`src/rtl/nic_defs_pkg.sv`:
```
// Definitions shared by the CCI-P TX/RX flow schedulers: batch sizing, CL length
// encoding and the scheduler state type.
package nic_defs_pkg;

  localparam int LMAX_CCIP_BATCH = 2;

  typedef enum logic [1:0] {
    eCL_LEN_1 = 2'b00,
    eCL_LEN_2 = 2'b01,
    eCL_LEN_4 = 2'b11
  } t_ccip_clLen;

  typedef enum logic [1:0] {
    TxSchedIdle,
    TxSchedPop,
    TxSchedGap
  } tx_sched_state_e;

  typedef struct packed {
    logic [2:0]  size;
    t_ccip_clLen cl_len;
  } batch_cfg_t;

  // Anything above 4 CLs is clamped, since a CCI-P request tops out at 4 lines.
  function automatic batch_cfg_t batch_decode(input logic [LMAX_CCIP_BATCH-1:0] l_batch);
    batch_cfg_t cfg;
    case (l_batch)
      2'd0: begin
        cfg.size   = 3'd1;
        cfg.cl_len = eCL_LEN_1;
      end
      2'd1: begin
        cfg.size   = 3'd2;
        cfg.cl_len = eCL_LEN_2;
      end
      default: begin
        cfg.size   = 3'd4;
        cfg.cl_len = eCL_LEN_4;
      end
    endcase
    return cfg;
  endfunction

endpackage

```
`src/rtl/rr_priority_picker.sv`:
```
// Combinational round-robin picker: first requester above the last grant, else the
// lowest requester; requesters above the limit index are ignored.
module rr_priority_picker #(
  parameter int LN = 1
) (
  input  logic [(2**LN)-1:0] req_i,
  input  logic [LN-1:0]      last_i,
  input  logic [LN-1:0]      limit_i,
  output logic [LN-1:0]      grant_o,
  output logic               valid_o
);

  localparam int N = 2**LN;

  logic [LN-1:0] hi_idx;
  logic [LN-1:0] lo_idx;
  logic          hi_vld;
  logic          lo_vld;

  // Scanning downwards leaves the lowest matching index in each candidate.
  always_comb begin
    hi_idx = '0;
    lo_idx = '0;
    hi_vld = 1'b0;
    lo_vld = 1'b0;
    for (int i = N - 1; i >= 0; i--) begin
      if (req_i[i] && (LN'(i) <= limit_i)) begin
        lo_idx = LN'(i);
        lo_vld = 1'b1;
        if (LN'(i) > last_i) begin
          hi_idx = LN'(i);
          hi_vld = 1'b1;
        end
      end
    end
  end

  assign grant_o = hi_vld ? hi_idx : lo_idx;
  assign valid_o = lo_vld;

endmodule

```
`src/rtl/ccip_tx_flow_scheduler.sv`:
```
// CCI-P TX batch scheduler: grants whole batches round-robin across flow FIFOs and
// sequences their pop strobes, stalling on C1 almost-full.
//
// state       | meaning
// TxSchedIdle | waiting for start and an eligible flow; grant edge also issues beat 0
// TxSchedPop  | issuing the remaining beats of the granted batch
// TxSchedGap  | letting FIFO fill levels settle before the next scan
module ccip_tx_flow_scheduler
  import nic_defs_pkg::*;
#(
  parameter int LMAX_NUM_OF_FLOWS = 1,
  parameter int LFIFO_DEPTH       = 3,
  parameter int GAP_CYCLES        = 2
) (
  input  logic                                                   clk,
  input  logic                                                   resetn,
  input  logic                                                   start,
  input  logic [LMAX_NUM_OF_FLOWS-1:0]                           number_of_flows,
  input  logic [LMAX_CCIP_BATCH-1:0]                             l_tx_batch_size,
  input  logic                                                   sRx_c1TxAlmFull,
  input  logic [(2**LMAX_NUM_OF_FLOWS)*(LFIFO_DEPTH+1)-1:0]      ff_dw_in,
  output logic [(2**LMAX_NUM_OF_FLOWS)-1:0]                      pop_en_out,
  output logic [LMAX_NUM_OF_FLOWS-1:0]                           pop_flow_id_out,
  output logic                                                   pop_sop_out,
  output logic                                                   pop_eop_out,
  output logic [1:0]                                             cl_len_out,
  output logic                                                   busy_out,
  output logic [31:0]                                            batches_out
);

  localparam int MAX_FLOWS = 2**LMAX_NUM_OF_FLOWS;
  localparam int FW        = LFIFO_DEPTH + 1;
  localparam int GW        = (GAP_CYCLES > 1) ? $clog2(GAP_CYCLES) : 1;
  localparam logic [GW-1:0] GAP_LOAD = GW'(GAP_CYCLES - 1);

  tx_sched_state_e state_q, state_d;
  logic [LMAX_NUM_OF_FLOWS-1:0] flow_q, flow_d, last_grant_q, last_grant_d;
  logic [2:0]                   size_q, size_d, beat_q, beat_d;
  t_ccip_clLen                  cl_q, cl_d;
  logic [GW-1:0]                gap_q, gap_d;
  logic [31:0]                  batches_q, batches_d;

  logic [MAX_FLOWS-1:0]         pop_en_q, pop_en_d;
  logic [LMAX_NUM_OF_FLOWS-1:0] flow_id_q, flow_id_d;
  logic                         sop_q, sop_d, eop_q, eop_d, busy_q, busy_d;
  logic [1:0]                   cl_len_q, cl_len_d;

  batch_cfg_t                   cfg;
  logic [MAX_FLOWS-1:0]         eligible;
  logic [LMAX_NUM_OF_FLOWS-1:0] pick_flow, cur_flow;
  logic                         pick_valid, issue;
  logic [2:0]                   cur_size, cur_beat;
  t_ccip_clLen                  cur_cl;

  assign cfg = batch_decode(l_tx_batch_size);

  always_comb begin
    eligible = '0;
    for (int i = 0; i < MAX_FLOWS; i++) begin
      eligible[i] = ff_dw_in[i*FW +: FW] >= FW'(cfg.size);
    end
  end

  rr_priority_picker #(
    .LN(LMAX_NUM_OF_FLOWS)
  ) u_picker (
    .req_i  (eligible),
    .last_i (last_grant_q),
    .limit_i(number_of_flows),
    .grant_o(pick_flow),
    .valid_o(pick_valid)
  );

  always_comb begin
    state_d      = state_q;
    flow_d       = flow_q;
    size_d       = size_q;
    cl_d         = cl_q;
    beat_d       = beat_q;
    gap_d        = gap_q;
    last_grant_d = last_grant_q;
    batches_d    = batches_q;
    pop_en_d     = '0;
    flow_id_d    = flow_id_q;
    sop_d        = 1'b0;
    eop_d        = 1'b0;
    cl_len_d     = cl_len_q;
    cur_flow     = flow_q;
    cur_size     = size_q;
    cur_cl       = cl_q;
    cur_beat     = beat_q;
    issue        = 1'b0;

    // Configuration is only looked at here; a running batch uses its latched copy.
    case (state_q)
      TxSchedIdle: begin
        cur_flow = pick_flow;
        cur_size = cfg.size;
        cur_cl   = cfg.cl_len;
        cur_beat = '0;
        issue    = start && !sRx_c1TxAlmFull && pick_valid;
      end
      TxSchedPop: issue = !sRx_c1TxAlmFull;
      TxSchedGap: begin
        if (gap_q == '0) state_d = TxSchedIdle;
        else             gap_d   = gap_q - 1'b1;
      end
      default: state_d = TxSchedIdle;
    endcase

    if (issue) begin
      pop_en_d  = MAX_FLOWS'(1) << cur_flow;
      flow_id_d = cur_flow;
      cl_len_d  = cur_cl;
      sop_d     = (cur_beat == 3'd0);
      eop_d     = (cur_beat == cur_size - 3'd1);
      flow_d    = cur_flow;
      size_d    = cur_size;
      cl_d      = cur_cl;
      if (eop_d) begin
        last_grant_d = cur_flow;
        batches_d    = batches_q + 32'd1;
        gap_d        = GAP_LOAD;
        state_d      = TxSchedGap;
      end else begin
        beat_d  = cur_beat + 3'd1;
        state_d = TxSchedPop;
      end
    end
  end

  assign busy_d = (state_d != TxSchedIdle);

  always_ff @(posedge clk) begin
    if (!resetn) begin
      state_q      <= TxSchedIdle;
      flow_q       <= '0;
      size_q       <= '0;
      cl_q         <= eCL_LEN_1;
      beat_q       <= '0;
      gap_q        <= '0;
      last_grant_q <= LMAX_NUM_OF_FLOWS'(MAX_FLOWS - 1);
      batches_q    <= '0;
      pop_en_q     <= '0;
      flow_id_q    <= '0;
      sop_q        <= 1'b0;
      eop_q        <= 1'b0;
      cl_len_q     <= '0;
      busy_q       <= 1'b0;
    end else begin
      state_q      <= state_d;
      flow_q       <= flow_d;
      size_q       <= size_d;
      cl_q         <= cl_d;
      beat_q       <= beat_d;
      gap_q        <= gap_d;
      last_grant_q <= last_grant_d;
      batches_q    <= batches_d;
      pop_en_q     <= pop_en_d;
      flow_id_q    <= flow_id_d;
      sop_q        <= sop_d;
      eop_q        <= eop_d;
      cl_len_q     <= cl_len_d;
      busy_q       <= busy_d;
    end
  end

  assign pop_en_out      = pop_en_q;
  assign pop_flow_id_out = flow_id_q;
  assign pop_sop_out     = sop_q;
  assign pop_eop_out     = eop_q;
  assign cl_len_out      = cl_len_q;
  assign busy_out        = busy_q;
  assign batches_out     = batches_q;

endmodule

```
`config.mk`:
```
export PLATFORM = sky130hd
export DESIGN_NAME = ccip_tx_flow_scheduler
export DESIGN_NICKNAME = d
export VERILOG_FILES = /design/src/rtl/nic_defs_pkg.sv /design/src/rtl/rr_priority_picker.sv /design/src/rtl/ccip_tx_flow_scheduler.sv
export SDC_FILE = /design/constraint.sdc
export NUM_CORES = 1
export LEC_CHECK = 0
export CAP_MARGIN = 10
export CORE_MARGIN = 2
export CORE_UTILIZATION = 39
export CTS_BUF_LIST = sky130_fd_sc_hd__clkbuf_4 sky130_fd_sc_hd__clkbuf_8 sky130_fd_sc_hd__clkbuf_16
export CTS_CLUSTER_DIAMETER = 60
export CTS_CLUSTER_SIZE = 8
export DETAILED_ROUTE_END_ITERATION = 6
export SLEW_MARGIN = 20
export SYNTH_ARGS = -nofsm -noshare
export SYNTH_HDL_FRONTEND = slang
export SYNTH_SLANG_ARGS = --single-unit
```
`constraint.sdc`:
```
create_clock -name clk -period 3.6 [get_ports clk]
set_clock_uncertainty 0.1 [all_clocks]
set_input_delay 0.72 -clock clk [delete_from_list [all_inputs] [get_ports clk]]
set_output_delay 0.72 -clock clk [all_outputs]
set_load 0.01 [all_outputs]
```
Word level (Yosys, flattened, before mapping):

Index checks and enable logic that the tools add are counted.
W data, S select, Z words.

* add/subtract/negate cells: 4
* magnitude comparators: 6
* eq/ne operators: 4
* shift operators: 1
* multiplexer cells: 24
* bitwise logic cells: 1
* reductions and logical operators: 14

Operators by type and width (count)
* $add A32 B1 Y32 const B: 1
* $mux W1: 15
* $pmux W5 S2: 1
* $ge A4 B3 Y1: 2
* $mux W2: 4
* $reduce_and A2 Y1: 4
* $mux W3: 2
* $eq A2 B1 Y1 const B: 2
* $logic_and A1 B1 Y1: 4
* $logic_not A2 Y1: 2
* $pmux W2 S2: 1
* $add A3 B1 Y3 const B: 1
* $eq A3 B3 Y1: 1
* $logic_not A3 Y1: 1
* $sub A3 B1 Y3 const B: 1
* $eq A2 B2 Y1 const B: 1
* $gt A1 B1 Y1 const A: 2
* $le A1 B1 Y1 const A: 2
* $pmux W1 S2: 1
* $reduce_bool A2 Y1: 1
* $reduce_or A2 Y1: 1
* $shl A1 B1 Y2 const A: 1
* $logic_not A1 Y1: 1
* $not A1 Y1: 1
* $sub A1 B1 Y1 const B: 1

* register bits: 50
* input bits: 15
* output and inout bits: 40
* word-level logic and storage cells: 66

Logic depth before layout (Yosys ltp):

Gate-level depths: netlist (run 1).

* depth after elaboration: 10
* gate-level depth with buffers: 13
* gate-level depth less buffers: 10

Modules after synthesis:

From an unflattened synthesis (run 1), not the netlist that was laid out.

* cell total of the unflattened synthesis: 299
* area, all modules: 2573.7 um^2

By module, submodules not included
* ccip_tx_flow_scheduler: times used 1, cells an instance 296, area an instance 2555.0 um^2, sequential area each 1001.0 um^2
* rr_priority_picker: times used 1, cells an instance 3, area an instance 18.8 um^2, sequential area each 0.0 um^2

Worst setup path before layout (run 1):

No wires, ideal clock.

* path type: input to register
* start: input l_tx_batch_size[1]
* end: register batches_q[24] (netlist: batches_out[24])
* setup time: 70 ps
* arrival time: 2778 ps
* required time: 3430 ps
* path slack: 651 ps
* stages on the path: 12
* path buffers: 2
* path through: buf_6 inv_1 nand2_1 nor2_1 a21oi_1 ha_1 nand4b_1 a311oi_4 o2111ai_2 buf_6 or3_1 a21oi_1

* cells in the longest elaborated chain, start to end: 9
* elaborated cells on any way between the ends: 15
* classes of those cells: add/sub (1); order compare (2); eq/ne (2); mux (5); reduce/logical (5)

Ends and longest elaborated chain
* start, declared: line ccip_tx_flow_scheduler.sv:19 `input logic [LMAX_CCIP_BATCH-1:0] l_tx_batch_size,`
* $eq A2 B1 Y1 / $logic_not A2 Y1 (equally long branches): line nic_defs_pkg.sv:27 `case (l_batch)`
* $pmux W5 S2 *: line nic_defs_pkg.sv:27
* $ge A4 B3 Y1: line ccip_tx_flow_scheduler.sv:60 `eligible[i] = ff_dw_in[i*FW +: FW] >= FW'(cfg.size);`
* $logic_and A1 B1 Y1: line rr_priority_picker.sv:27 `if (req_i[i] && (LN'(i) <= limit_i)) begin`
* $mux W1 (2 in a row): line rr_priority_picker.sv:27
* $logic_and A1 B1 Y1: line ccip_tx_flow_scheduler.sv:101 `issue = start && !sRx_c1TxAlmFull && pick_valid;`
* $pmux W1 S2: line ccip_tx_flow_scheduler.sv:95 `case (state_q)`
* $reduce_and A2 Y1 (no source line) *
* end signal, assigned: line ccip_tx_flow_scheduler.sv:158 `batches_q <= batches_d;`
* end, declared: line ccip_tx_flow_scheduler.sv:41 `logic [31:0] batches_q, batches_d;`

Mark *: on every way between the ends. The rest lies on a longest branch, timed or not.
A chain may end at the register's enable or synchronous reset.

Worst setup path after layout (run 1):

* start: input l_tx_batch_size[1]
* end: register batches_q[10] (netlist: batches_out[10])

The elaborated chain is that of the path after synthesis.

==> results of run 1 <==
-- power breakdown --
group | internal [mW] | switching [mW] | total, mW | leakage [nW]
registers | 0.567 | 0.0102 | 0.577 | 0.405
logic | 0.0712 | 0.0743 | 0.146 | 0.687
clock network | 0.195 | 0.189 | 0.384 | 0.0575
-- per-layer routing --
metal	vias up	track usage
met1	1136	0.223
met4	0	0.0404
li1	1251	-
met2	57	0.289
met3	2	0.0404
met5	-	0
-- kinds of logic after synthesis --
group | after synthesis | share of synthesized area
flops | 50 | 0.383
simple gates | 129 | 0.270
xor+xnor | 5 | 0.0168
buf+inv | 23 | 0.0493
mux | 6 | 0.0230
fa+ha+maj | 10 | 0.0479
compound gates | 82 | 0.210
-- layout make-up --
class	instances	area, sq um
tap	77	96.3
multi-input combinational	232	1480
clock buffer	8	110
fill	633	3050
timing repair buffer	68	646
inverter	9	33.8
sequential	50	1000
-- state kept, by name (all words and copies together) (netlist names) --
name             cells
beat_q               3
state_q              2
pop_eop_out          1
gap_q                1
pop_en_out           2
cl_len_out           2
pop_flow_id_out      1
size_q               3
busy_out             1
last_grant_q         1
pop_sop_out          1
batches_out         32
-- worst min-delay path: cells and delay by family (launching register included) --
family	cells	cell delay (ns)
compound gates	1	0.07
simple gates	1	0.05
flops	1	0.32
-- synth_stat cells (2+ instances only) --
| cell | count |
|---|---|
| a31oi_1 | 3 |
| nor2b_1 | 2 |
| clkbuf_1 | 7 |
| xnor2_1 | 3 |
| nand4_1 | 7 |
| o31ai_1 | 11 |
| o211ai_1 | 2 |
| or3b_1 | 2 |
| inv_1 | 9 |
| xor2_1 | 2 |
| nand4b_1 | 3 |
| buf_6 | 5 |
| a21oi_1 | 30 |
| o21a_1 | 6 |
| mux2i_1 | 6 |
| a211o_1 | 2 |
| dfxtp_1 | 50 |
| or3_1 | 12 |
| or4_1 | 11 |
| and2_1 | 6 |
| nand2b_1 | 4 |
| ha_1 | 10 |
| a211oi_1 | 2 |
| nand3b_1 | 3 |
| and4_1 | 4 |
| o21ai_0 | 16 |
| nor3_1 | 9 |
| nand2_1 | 27 |
| and3_1 | 2 |
| nor2_1 | 22 |
| nand3_1 | 11 |
-- cells in the final DEF (no fill, tap or decap), types with 4 or more instances in the layout --
cell             instances
nand2b_1                 4
or4_1                   11
nor3_1                   9
nand3_1                 11
nand4_1                  7
nand2_1                 27
o31ai_1                 11
inv_1                    9
clkbuf_8                 8
ha_1                    10
dfxtp_1                 50
o21ai_0                 16
or3_1                   12
a21oi_1                 30
mux2i_1                  6
buf_4                   14
nor2_1                  22
o21a_1                   6
clkdlybuf4s50_1         54
and2_1                   6
and4_1                   4
-- metrics by stage --
step	instances	total power [mW]	setup WS, ns
2_1_floorplan	305	0.680	0.651
3_3_place_gp	436	0.735	0.0154
3_5_place_dp	436	0.736	0.00341
4_1_cts	444	1.12	0.312
5_1_grt	444	1.15	0.0632
6_report	444	1.11	0.314
-- how the worst max path moves through the flow --
stage                       to                from  slack, ns
2_1_floorplan  batches_out[24]  l_tx_batch_size[1]       0.65
3_3_place_gp   batches_out[13]  l_tx_batch_size[1]       0.02
3_5_place_dp    batches_out[9]  l_tx_batch_size[1]      0.003
4_1_cts         batches_out[9]  l_tx_batch_size[1]       0.31
5_1_grt         batches_out[9]  l_tx_batch_size[1]       0.06
6_report       batches_out[10]  l_tx_batch_size[1]       0.31
==> flow_summary.yaml, run 1 <==
outcome:
  status: "finished, violations left"
  violations: "DRC"
synthesis:
  syn_nets: 330
  yosys_register_bits: 50
  yosys_warnings: 0
  ys_async_sr_fraction: 0
  synthCells: 305
  synth_edf_count: 0
  yosysTopAreaCell: "dfxtp_1"
  synth_ff_type: "dfxtp_1"
  ys_seq_area_frac: 0.383
  synth_area_sq_mm: 0.00261
  postSynthAreaPerCell_sq_um: 8.57
  synth_top_area_frac: 0.383
  yosys-top-cells-area: "dfxtp_1, a21oi_1, ha_1"
  ys_types: 47
pwr:
  p_leak_nw: 1.15
  peakVddDrop_uv: 159
  power_density_mw_per_mm2: 328
floorplan:
  coreArea_sq_mm: 0.00642
  start_util: 0.407
  fp.dieW_um: 85.8
  fp.dieArea_sq_mm: 0.00737
  die_y_um: 85.8
  num_rows: 29
  io_pins: 55
job:
  drv_cap: 0
detailed_routing:
  wl_met1_mm: 2.94
  met2_length_mm: 2.89
  ant_nets: 0
  highest_layer: "met4"
  first_pass_iters: 7
  viasPerCell: 5.51
  wl_met3_um: 302
  wirelength_mm: 6.16
  first_iter_violations: 76
  drc_errors: 8
  vias: 2446
  wire_per_inst_um: 13.9
cells_and_area:
  layout.nets: 391
  diodes: 0
  drive_gt1_frac: 0.0817
  utilization: 0.525
  stdcell_area_sq_mm: 0.00337
  area_growth_pct: 29.0
worst_setup_path:
  critPathMaxStageDelay_ns: 0.52
  crit_type: "in -> reg"
  path_delay_family: "buffers and inverters"
  cp_num_buf_inv: 4
  r2r_end: "batches_out[10]"
  r2r-start: "state_q[1]"
  worstPathRequired_ns: 3.74
  cpMaxStageDelayCell: "clkdlybuf4s50_1"
  cp_data_arrival_time_ns: 3.42
  cp.depth: 13
  path_max_fanout: 15
  path_cells: "clkdlybuf4s50_1 -> inv_1 -> nand2_1 -> nor2_1 -> a21oi_1 -> ha_1 -> nand4b_1 -> a311oi_4 -> buf_4 -> o211ai_4 -> buf_4 -> or3_1 -> a21oi_1"
  r2r_cells: 11
  reg2reg_setup_slack_ns: 0.53
  crit_path_end_kind: "flop"
  cp-start-kind: "primary input"
sta:
  setup-tns-final_ns: 0
  max-slew-margin-rel: 0.682
  rsz0062_at_grt: "false"
  final_max_slew_viol_count: 0
  timing.fmax_ghz: 0.304
  post-route-min-period_ns: 3.29
  hold_viol_final: 0
  worstMarginPinSlew_ns: 0.475
  fin_hold_ws_ns: 0.391
  timing.final.crit_share: 0.913
  setup_violations: 0
grt:
  grt_pass1_vias: 2152
  gr-total-overflow: 0
  antenna_found_initial: 0
  grt_usage: 0.172
  grt_max_degree: 18
  grt_pass1_wl_mm: 10.3
clock_tree:
  cts.reportedPaths.clkPinSlew_ns: 0.09
  cts_max_path_buffers: 2
  htree_num_levels: 2
  cts_tree: "built"
  cts_hold_repair.buffers: 0
  clock_sinks: 50
  cts_resized: 0
  cts_made_buffers: 5
  cts_setup_buffers: 0
  cts-root-buf: "clkbuf_8"
  clk-insertion-delay-late_ns: 0.30
worst_hold_path:
  hp-start: "last_grant_q"
  hold_path_end: "last_grant_q"
  hold_path.class: "reg -> reg"
  hold_depth: 2
place:
  gp_congestion: 0.750
  io_buffers: 54
  post_dp_cell_area_sq_mm: 0.00326
  dp_hpwl_mm: 4.61
Power figures use the tool's default switching activity.
==> run 2, diff against run 1 <==
--- a/config.mk
+++ b/config.mk
@@ -12,6 +12,7 @@
 export CTS_CLUSTER_DIAMETER = 60
 export CTS_CLUSTER_SIZE = 8
 export DETAILED_ROUTE_END_ITERATION = 6
+export GPL_TIMING_DRIVEN = 1
 export SLEW_MARGIN = 20
 export SYNTH_ARGS = -nofsm -noshare
 export SYNTH_HDL_FRONTEND = slang
==> results of run 2 <==
Final layout, timing and power as in run 1 (identical DEF).
==> run 3, diff against run 2 <==
--- a/config.mk
+++ b/config.mk
@@ -6,13 +6,13 @@
 export NUM_CORES = 1
 export LEC_CHECK = 0
 export CAP_MARGIN = 10
-export CORE_MARGIN = 2
 export CORE_UTILIZATION = 39
 export CTS_BUF_LIST = sky130_fd_sc_hd__clkbuf_4 sky130_fd_sc_hd__clkbuf_8 sky130_fd_sc_hd__clkbuf_16
 export CTS_CLUSTER_DIAMETER = 60
 export CTS_CLUSTER_SIZE = 8
 export DETAILED_ROUTE_END_ITERATION = 6
 export GPL_TIMING_DRIVEN = 1
+export SETUP_SLACK_MARGIN = 0.05
 export SLEW_MARGIN = 20
 export SYNTH_ARGS = -nofsm -noshare
 export SYNTH_HDL_FRONTEND = slang
==> run 3 against run 2 <==
The run still ends with DRC left. Sequential cell count unchanged. Register-to-register slack got worse by 0.09 ns. Critical path depth decreased by 2. Non-clock buffer count grew 2. Cell area grew 0.19%. Sequential share of layout area fell by 0.055 points. Highest routed layer unchanged.
==> flow_summary.yaml, run 3 (synthesis results as in run 1) <==
clock_tree:
  htree_num_levels: 2
  cts_max_path_buffers: 2
  cts.reportedPaths.clkPinSlew_ns: 0.08
  clk-insertion-delay-late_ns: 0.30
  cts_setup_buffers: 0
  cts-root-buf: "clkbuf_8"
  cts_tree: "built"
  clock_sinks: 50
  cts_made_buffers: 5
floorplan:
  fp.dieW_um: 83.8
  die_y_um: 83.8
  start_util: 0.407
  coreArea_sq_mm: 0.00642
  fp.dieArea_sq_mm: 0.00703
  num_rows: 29
  io_pins: 55
cells_and_area:
  drive_gt1_frac: 0.0817
  area_growth_pct: 29.2
  finalNonFillerCells: 444
  final_cell_mix: "clkdlybuf4s50_1, dfxtp_1, a21oi_1, nand2_1, nor2_1"
  largest_reg_flops: 32
  diodes: 0
  final_common_cell: "clkdlybuf4s50_1"
  utilization: 0.526
  layout.nets: 393
  fillers: 618
place:
  place_inst: 438
  io_buffers: 54
  dp_slack_ns: -0.0230
  dp_hpwl_mm: 4.51
  gp_congestion: 0.764
pwr:
  clockPowerShare: 0.310
  internal_power_mw: 0.788
  power_density_mw_per_mm2: 311
  peakVddDrop_uv: 157
  netSwitchingFraction: 0.250
  seq_power_share: 0.549
  combPwrFrac: 0.142
  p_sw_mw: 0.263
  p_leak_nw: 1.16
worst_setup_path:
  path_max_fanout: 16
  path_delay_family: "simple AND/OR/NAND/NOR gates"
  cp_data_arrival_time_ns: 3.38
  crit_type: "in -> reg"
  cpMostUsedCell: "a21oi_1"
  crit_path_end_kind: "flop"
  cp_num_buf_inv: 2
  cpMaxStageDelayCell: "or4_1"
  path_cells: "clkdlybuf4s50_1 -> nand2_1 -> nor2_1 -> a21oi_1 -> ha_1 -> nand4b_1 -> a311oi_4 -> buf_6 -> o211ai_4 -> or4_1 -> a21oi_1"
  critPathMaxStageDelay_ns: 0.54
  cp-start-kind: "primary input"
  worstPathRequired_ns: 3.74
detailed_routing:
  first_iter_violations: 69
  ant_nets: 0
  wirelength_mm: 6.17
  viasPerCell: 5.52
  first_pass_iters: 6
  vias: 2452
  wire_per_inst_um: 13.9
  drc_errors: 9
grt:
  grt_pass1_vias: 2275
  grt_max_degree: 23
  grt_usage: 0.187
  grt_pass1_wl_mm: 10.6
  antenna_found_initial: 0
  gr-total-overflow: 0
sta:
  max-slew-margin-rel: 0.500
  timing.fmax_ghz: 0.308
  post-route-min-period_ns: 3.25
  final_max_slew_viol_count: 0
  hold_viol_final: 0
  worstMarginPinSlew_ns: 0.750
  setup_ws_ns: 0.352
  setup-tns-final_ns: 0
  rsz0062_at_grt: "false"
  setup_violations: 0
  timing.final.crit_share: 0.902
worst_hold_path:
  hold_path.class: "reg -> reg"
job:
  drv_cap: 0
outcome:
  status: "finished, violations left"
  violations: "DRC"
-- run 3: final cells by class --
type,instances,area [sq um],area share
repair buffers,70,679,0.201
inverters,9,33.8,0.0100
clock buffers,6,82.6,0.0245
multi-input cells,232,1480,0.439
well taps,77,96.3,0.0285
flip-flops and latches,50,1000,0.297
-- run 3: timing repair --
action                                 in CTS  in global routing
setup endpoints to repair                   0                  1
resized for setup                           0                  2
endpoints found under the hold margin       0                  0
hold buffers                                0                  0
-- run 3: per-stage QoR --
| stage | power (mW) | hold slack, ns | instance area [sq um] |
|---|---|---|---|
| after floorplan | 0.680 | 0.347 | 2610 |
| after global placement | 0.736 | 0.363 | 3290 |
| after detailed placement | 0.738 | 0.371 | 3290 |
| after CTS | 1.06 | 0.385 | 3370 |
| after global routing | 1.10 | 0.414 | 3380 |
| final | 1.05 | 0.382 | 3380 |
-- run 3: worst paths after layout --
| path | start | to | slack [ns] | cells past startpoint |
|---|---|---|---|---|
| min reg2reg | gap_q | gap_q | 0.38 | 2 |
| max reg2reg | state_q[1] | batches_out[31] | 0.44 | 10 |
| max | l_tx_batch_size[0] | batches_out[31] | 0.35 | 11 |
| min | gap_q | gap_q | 0.38 | 2 |
-- run 3: power by group through the flow --
stage               Sequential [mW]  Clock, mW  Combinational [mW]
detailed placement            0.589          0               0.149
floorplan                     0.591          0              0.0887
CTS                           0.576      0.335               0.150
finish                        0.576      0.325               0.149
global placement              0.589          0               0.147
global route                  0.578      0.358               0.165
-- run 3: worst min-delay path, cell delays in order (launching register included) --
cell     delay (ns)
dfxtp_1        0.32
o21ai_0        0.06
a21oi_1        0.06
-- run 3: per-layer routing --
metal / track usage / vias to the layer above / wire length, um
li1: - / 1251 / -
met1: 0.227 / 1137 / 2900
met5: 0 / - / 0
met3: 0.0425 / 5 / 244
met4: 0.0611 / 0 / 79
met2: 0.324 / 59 / 2950
